--- src/rtl/dmem_arbiter.sv ---
// rtl/dmem_arbiter.sv - CPU/DMA arbiter sharing one data memory, registered read return
module dmem_arbiter #(
  parameter int ADDR_W       = 32,
  parameter int DATA_W       = 32,
  parameter int STARVE_LIMIT = 3
) (
  input  logic              clk,
  input  logic              reset,
  input  logic              cpu_req,
  input  logic              cpu_we,
  input  logic [ADDR_W-1:0] cpu_addr,
  input  logic [DATA_W-1:0] cpu_wdata,
  output logic              cpu_gnt,
  output logic              cpu_rvalid,
  output logic [DATA_W-1:0] cpu_rdata,
  input  logic              dma_req,
  input  logic              dma_we,
  input  logic [ADDR_W-1:0] dma_addr,
  input  logic [DATA_W-1:0] dma_wdata,
  output logic              dma_gnt,
  output logic              dma_rvalid,
  output logic [DATA_W-1:0] dma_rdata,
  output logic              mem_read,
  output logic              mem_write,
  output logic [ADDR_W-1:0] mem_address,
  output logic [DATA_W-1:0] mem_write_data,
  input  logic [DATA_W-1:0] mem_read_data
);

  localparam logic [3:0] LIMIT = 4'(STARVE_LIMIT);

  typedef enum logic [1:0] {IDLE, CPU_RD, DMA_RD} pend_t;

  pend_t      pend_q, pend_d;
  logic [3:0] wait_cnt;
  logic       starved;

  assign starved = (wait_cnt == LIMIT);

  // Grants are gated by reset so an access in flight is dropped immediately.
  always_comb begin
    cpu_gnt = ~reset & cpu_req & (~dma_req | ~starved);
    dma_gnt = ~reset & dma_req & (~cpu_req | starved);
  end

  always_comb begin
    mem_read       = 1'b0;
    mem_write      = 1'b0;
    mem_address    = '0;
    mem_write_data = '0;
    if (cpu_gnt) begin
      mem_read       = ~cpu_we;
      mem_write      = cpu_we;
      mem_address    = cpu_addr;
      mem_write_data = cpu_wdata;
    end else if (dma_gnt) begin
      mem_read       = ~dma_we;
      mem_write      = dma_we;
      mem_address    = dma_addr;
      mem_write_data = dma_wdata;
    end
  end

  always_ff @(posedge clk or posedge reset) begin
    if (reset) begin
      wait_cnt <= 4'd0;
    end else if (dma_req & ~dma_gnt) begin
      if (!starved) wait_cnt <= wait_cnt + 4'd1;
    end else begin
      wait_cnt <= 4'd0;
    end
  end

  always_ff @(posedge clk or posedge reset) begin
    if (reset) pend_q <= IDLE;
    else       pend_q <= pend_d;
  end

  always_comb begin
    pend_d = IDLE;
    if (cpu_gnt && !cpu_we)      pend_d = CPU_RD;
    else if (dma_gnt && !dma_we) pend_d = DMA_RD;
  end

  always_comb begin
    cpu_rvalid = 1'b0;
    dma_rvalid = 1'b0;
    case (pend_q)
      CPU_RD:  cpu_rvalid = 1'b1;
      DMA_RD:  dma_rvalid = 1'b1;
      default: ;
    endcase
  end

  // Each requester keeps its last read word until its next granted read.
  always_ff @(posedge clk or posedge reset) begin
    if (reset) begin
      cpu_rdata <= '0;
      dma_rdata <= '0;
    end else begin
      if (cpu_gnt && !cpu_we) cpu_rdata <= mem_read_data;
      if (dma_gnt && !dma_we) dma_rdata <= mem_read_data;
    end
  end

endmodule
--- config.mk ---
export PLATFORM = sky130hd
export DESIGN_NAME = dmem_arbiter
export DESIGN_NICKNAME = d
export VERILOG_FILES = /design/src/rtl/dmem_arbiter.sv
export SDC_FILE = /design/constraint.sdc
export NUM_CORES = 1
export LEC_CHECK = 0
export ABC_AREA = 1
export BUFFER_PORTS_ARGS = -buffer_cell sky130_fd_sc_hd__buf_2
export CORE_AREA = 2 2 116 118
export DETAILED_ROUTE_END_ITERATION = 16
export DIE_AREA = 0 0 118 120
export GPL_TIMING_DRIVEN = 0
export SLEW_MARGIN = 20
export SYNTH_ARGS = -nofsm -noshare
export SYNTH_HDL_FRONTEND = slang
export SYNTH_SLANG_ARGS = --single-unit
--- constraint.sdc ---
create_clock -name clk -period 6.05 [get_ports clk]
set_clock_uncertainty 0.1 [all_clocks]
set_input_delay 0.605 -clock clk [delete_from_list [all_inputs] [get_ports clk]]
set_output_delay 0.605 -clock clk [all_outputs]
set_load 0.02 [all_outputs]
### Word level (Yosys, flattened, before mapping)

Cells that the tools add are included.

* mux-type cells: 14
* reductions and logical operators: 4
* $add $sub $neg: 1
* bitwise operators: 14
* equal/unequal tests: 4

Operator list (count)
* 2-to-1 mux 32 bit: 4
* 2-to-1 mux 4 bit: 2
* NOT 1 bit: 7
* 2-to-1 mux 1 bit: 6
* bitwise AND 1 bit: 5
* adder 4 x 1 -> 4 bit (second input constant): 1
* equality test 4 x 2 -> 1 bit (second input constant): 1
* 2-to-1 mux 2 bit: 2
* equality test 2 x 1 -> 1 bit (second input constant): 1
* equality test 2 bit (second input constant): 1
* logical AND 1 bit: 2
* logical NOT 1 bit: 2
* inequality test 2 bit (second input constant): 1
* bitwise OR 1 bit: 2

* input port bits: 166
* logic and storage cells: 41
* output and inout bits: 134
* flip-flop bits (word level): 70

### Longest topological paths before layout

* depth in word-level cells: 6
* mapped depth: 9
* gate-level depth less buffers: 7

### Least setup slack after synthesis

Ideal clock, no wire load.

* path type: input-to-reg
* start: input port reset
* end: register wait_cnt[0]
* arrival time: 2.580 ns
* setup slack: 3.245 ns
* setup time: 0.125 ns
* path buffers: 1
* cell stages on the path: 5
* cells stage by stage: buf_2 -> inv_1 -> nor2_1 -> nand2_1 -> nand2_1

* cells in the longest elaborated chain, start to end: 6
* elaborated cells between the ends (all ways): 7
* classes of those cells: eq/ne: 1; mux: 1; bitwise: 5

RTL lines
* start, declared: RTL line 8 `input logic reset,`
* NOT 1 bit (*): RTL line 43 `dma_gnt = ~reset & dma_req & (~cpu_req | starved);`
* bitwise AND 1 bit (*) (2 in a row): RTL line 43
* NOT 1 bit (*): RTL line 67 `end else if (dma_req & ~dma_gnt) begin`
* bitwise AND 1 bit (*): RTL line 67
* inequality test 2 bit (no line) or 2-to-1 mux 4 bit (tied branches)
* end signal, assigned: RTL line 68 `if (!starved) wait_cnt <= wait_cnt + 4'd1;`
* end, declared: RTL line 35 `logic [3:0] wait_cnt;`

Every way passes the cells marked *; elsewhere a longest branch is shown, timed or not.
A chain may end at the register's enable or synchronous reset.

### Final worst setup path

* start: register wait_cnt[0]
* end: output port mem_write_data[30]

* cells in the longest elaborated chain, start to end: 5
* elaborated cells between the ends (all ways): 8
* classes of those cells: eq/ne: 1; mux: 2; bitwise: 5

RTL lines
* equality test 4 x 2 -> 1 bit (*): RTL line 38 `assign starved = (wait_cnt == LIMIT);`
* bitwise OR 1 bit or NOT 1 bit (tied branches): RTL line 43, 42
* bitwise AND 1 bit or bitwise OR 1 bit (tied branches): RTL line 43, 42
* 2-to-1 mux 32 bit or bitwise AND 1 bit (tied branches): RTL line 56, 42
* 2-to-1 mux 32 bit (*): RTL line 51 `if (cpu_gnt) begin`
* end, declared: RTL line 26 `output logic [DATA_W-1:0] mem_write_data,`

Marks and branches as above.

==> impl_metrics.tcl <==
set metrics [dict create \
    path_clk_slew_ns 0.06 \
    min_period_ns 2.87 \
    switchingPower_mw 0.555 \
    postRouteAntennaNets 0 \
    drc 0 \
    antennaDiodeCount 0 \
    p_sw_frac 0.320 \
    synth.distinct_cells 22 \
    die_x_um 118 \
    vias 4590 \
    cts_sinks 70 \
    postLayoutCellArea_um2 5910 \
    globalRouteTotalUtil 0.218 \
    leakagePower_nw 3.70 \
    placed_area_um2 5530 \
    crit_buf_inv 4 \
    hold_viol_final 0 \
    p_seq_frac 0.341 \
    yosysSeqAreaShare 0.463 \
    crit_slowest_cell "dfrtp_1" \
    ys.flop_type "dfrtp_1" \
    firstDrtPassIters 5 \
    top_usage_layer "met2" \
    synth_top_area_cell "dfrtp_1" \
    relSlewSlack 0.675 \
    powerDensity_nw_per_um2 294 \
    post-dp-hpwl_um 12500 \
    final.setup.tns_ns 0 \
    dieHeight_um 120 \
    cp_cell_sequence "ha_1 > nand3_2 > nand2_2 > nand2_1 > inv_2 > buf_4 > buf_4 > nand2_1 > nand2_1 > buf_2" \
    cts_setup_buffers 0 \
    synth_edf_count 0 \
    outcome "complete, no violations" \
    hold_path_class "in -> async" \
    yosys-top-cells-area "dfrtp_1 46%, nand2_1 33%, nand4_1 11%" \
    fin_total_pwr_mw 1.74 \
    die-area_um2 14200 \
    netlist.area_leader.share 0.463 \
    cts_hold_buffers 0 \
    clk_path_buf_depth 2 \
    synth_nets 703 \
    cpMostUsedCell "nand2_1" \
    grt_util_met3 0.0851 \
    fin_cells 1027 \
    drv_cap 0 \
    first_global_vias 4369 \
    maxSlewViolCount 0 \
    core_area_um2 13000 \
    gr-total-overflow 0 \
    antenna_found_initial 1 \
    setup_ws_ns 3.18 \
    cp.arrival_ns 2.17 \
    fin_nets 1013 \
    max-vdd-ir-drop_mv 0.186 \
    final_common_cell "nand2_1" \
    yosysWarnings 0 \
    grt_pass1_wl_um 24100 \
    layout_common_cells "330 x nand2_1, 311 x buf_2, 70 x dfrtp_1" \
    start_util 0.292 \
    htree_levels 3 \
    setup_viol 0 \
    synth_area_um2 3790 \
    cp-end-kind "output port" \
    crit_path_max_fanout 10 \
    layout_worst_path_cycle_share 0.475 \
    cts_tree "yes" \
    cp_top_family "buffers and inverters" \
    gp_congestion 0.823 \
    p_int_mw 1.18 \
    required_ns 5.34 \
    drive_gt1_frac 0.408 \
    grt_util_met1 0.267 \
    wl_per_cell_um 15.2 \
    ios 300 \
    critPathKind "reg -> out" \
    syn_area_per_cell_um2 7.07 \
    numCtsBuffers 9 \
    wl_um 15700 \
    worstMarginPinSlew_ns 0.487 \
    ctsResizeCount 0 \
    ys_async_sr_fraction 1.00 \
    grt_max_degree 58 \
    std_cell_rows 42 \
    ys_ff_latch 70 \
    drtIter0Drc 229 \
    power_frac_comb 0.275 \
    pre_cts_slack_ns 3.43 \
    io_buffers 298 \
    grt.met2_usage 0.358 \
    p_clk_frac 0.384 \
    rsz0062_at_grt "false" \
    syn_inst 536 \
    placed_cells 1011 \
    slowest_delay_ns 0.39 \
    startpoint_type "flop" \
    cts-root-buf "clkbuf_16" \
    syn2layout_area_growth_pct 56.1 \
    viasPerCell 4.47 \
    fmax_mhz 348 \
    insertion_delay_ns 0.33 \
]
==> registers in the layout, summed over array words and instances, names as in the netlist <==
signal	count
cpu_rdata	32
dma_rdata	32
pend_q	2
wait_cnt	4
==> cell type report <==
type	count	area, um2
fillers	1390	7070
multi-input cells	413	1780
flip-flops and latches	70	1750
repair buffers	299	1520
clock buffers	11	253
well taps	176	220
plain buffers	39	204
clock inverters	5	129
inverters	14	55.1
==> routing by layer <==
layer / routed length [um] / share of wire / vias up
met3: 1480 / 0.095 / 13
met5: 13 / 0.00083 / -
met1: 6600 / 0.42 / 2069
met4: 246 / 0.016 / 2
met2: 7320 / 0.47 / 170
li1: - / - / 2336
==> power groups by stage <==
| stage | Combinational (mW) | Sequential (mW) | Clock (mW) |
|---|---|---|---|
| global placement | 0.477 | 0.597 | 0 |
| floorplan | 0.168 | 0.692 | 0 |
| detailed placement | 0.484 | 0.596 | 0 |
| global route | 0.523 | 0.600 | 0.699 |
| finish | 0.478 | 0.592 | 0.666 |
| CTS | 0.484 | 0.591 | 0.676 |
==> worst paths after layout <==
| path | endpoint | slack [ns] | from | depth (start not counted) |
|---|---|---|---|---|
| worst max-delay path | mem_write_data[30] | 3.18 | wait_cnt[0]$_DFFE_PP0P_ | 10 |
| max in group asynchronous | cpu_rdata[5]$_DFFE_PP0P_ | 5.12 | reset | 3 |
| worst max register to register | dma_rdata[22]$_DFFE_PP0P_ | 4.19 | wait_cnt[0]$_DFFE_PP0P_ | 7 |
| worst min register to register | cpu_rdata[25]$_DFFE_PP0P_ | 0.36 | cpu_rdata[25]$_DFFE_PP0P_ | 2 |
| worst min-delay path | wait_cnt[2]$_DFFE_PP0P_ | 0.18 | reset | 2 |
| min in group clk | cpu_rdata[25]$_DFFE_PP0P_ | 0.36 | cpu_rdata[25]$_DFFE_PP0P_ | 2 |
==> cell families (layout without fill, tap and decap cells) <==
kind of cell / Yosys count / after routing / synth area share
fa+ha+maj: 1 / 1 / 0.00330
flops: 70 / 70 / 0.463
simple gates: 407 / 407 / 0.455
compound gates: 3 / 3 / 0.00661
xor+xnor: 2 / 2 / 0.00463
buf+inv: 53 / 368 / 0.0677
==> cell usage after synthesis (3+ instances only) <==
cell	count
clkbuf_1	13
buf_2	13
nand4_1	64
nand3_1	3
nor2_1	5
buf_4	9
dfrtp_1	70
nand2_1	330
inv_1	9
buf_1	3
inv_2	3
==> metrics by stage <==
stage | util | hold slack (ns)
5_1_grt | 0.455 | 0.198
6_report | 0.455 | 0.179
4_1_cts | 0.455 | 0.178
2_1_floorplan | - | 0.376
3_3_place_gp | 0.424 | 0.349
3_5_place_dp | 0.426 | 0.353
No activity file was read; power rests on OpenSTA's default activity.
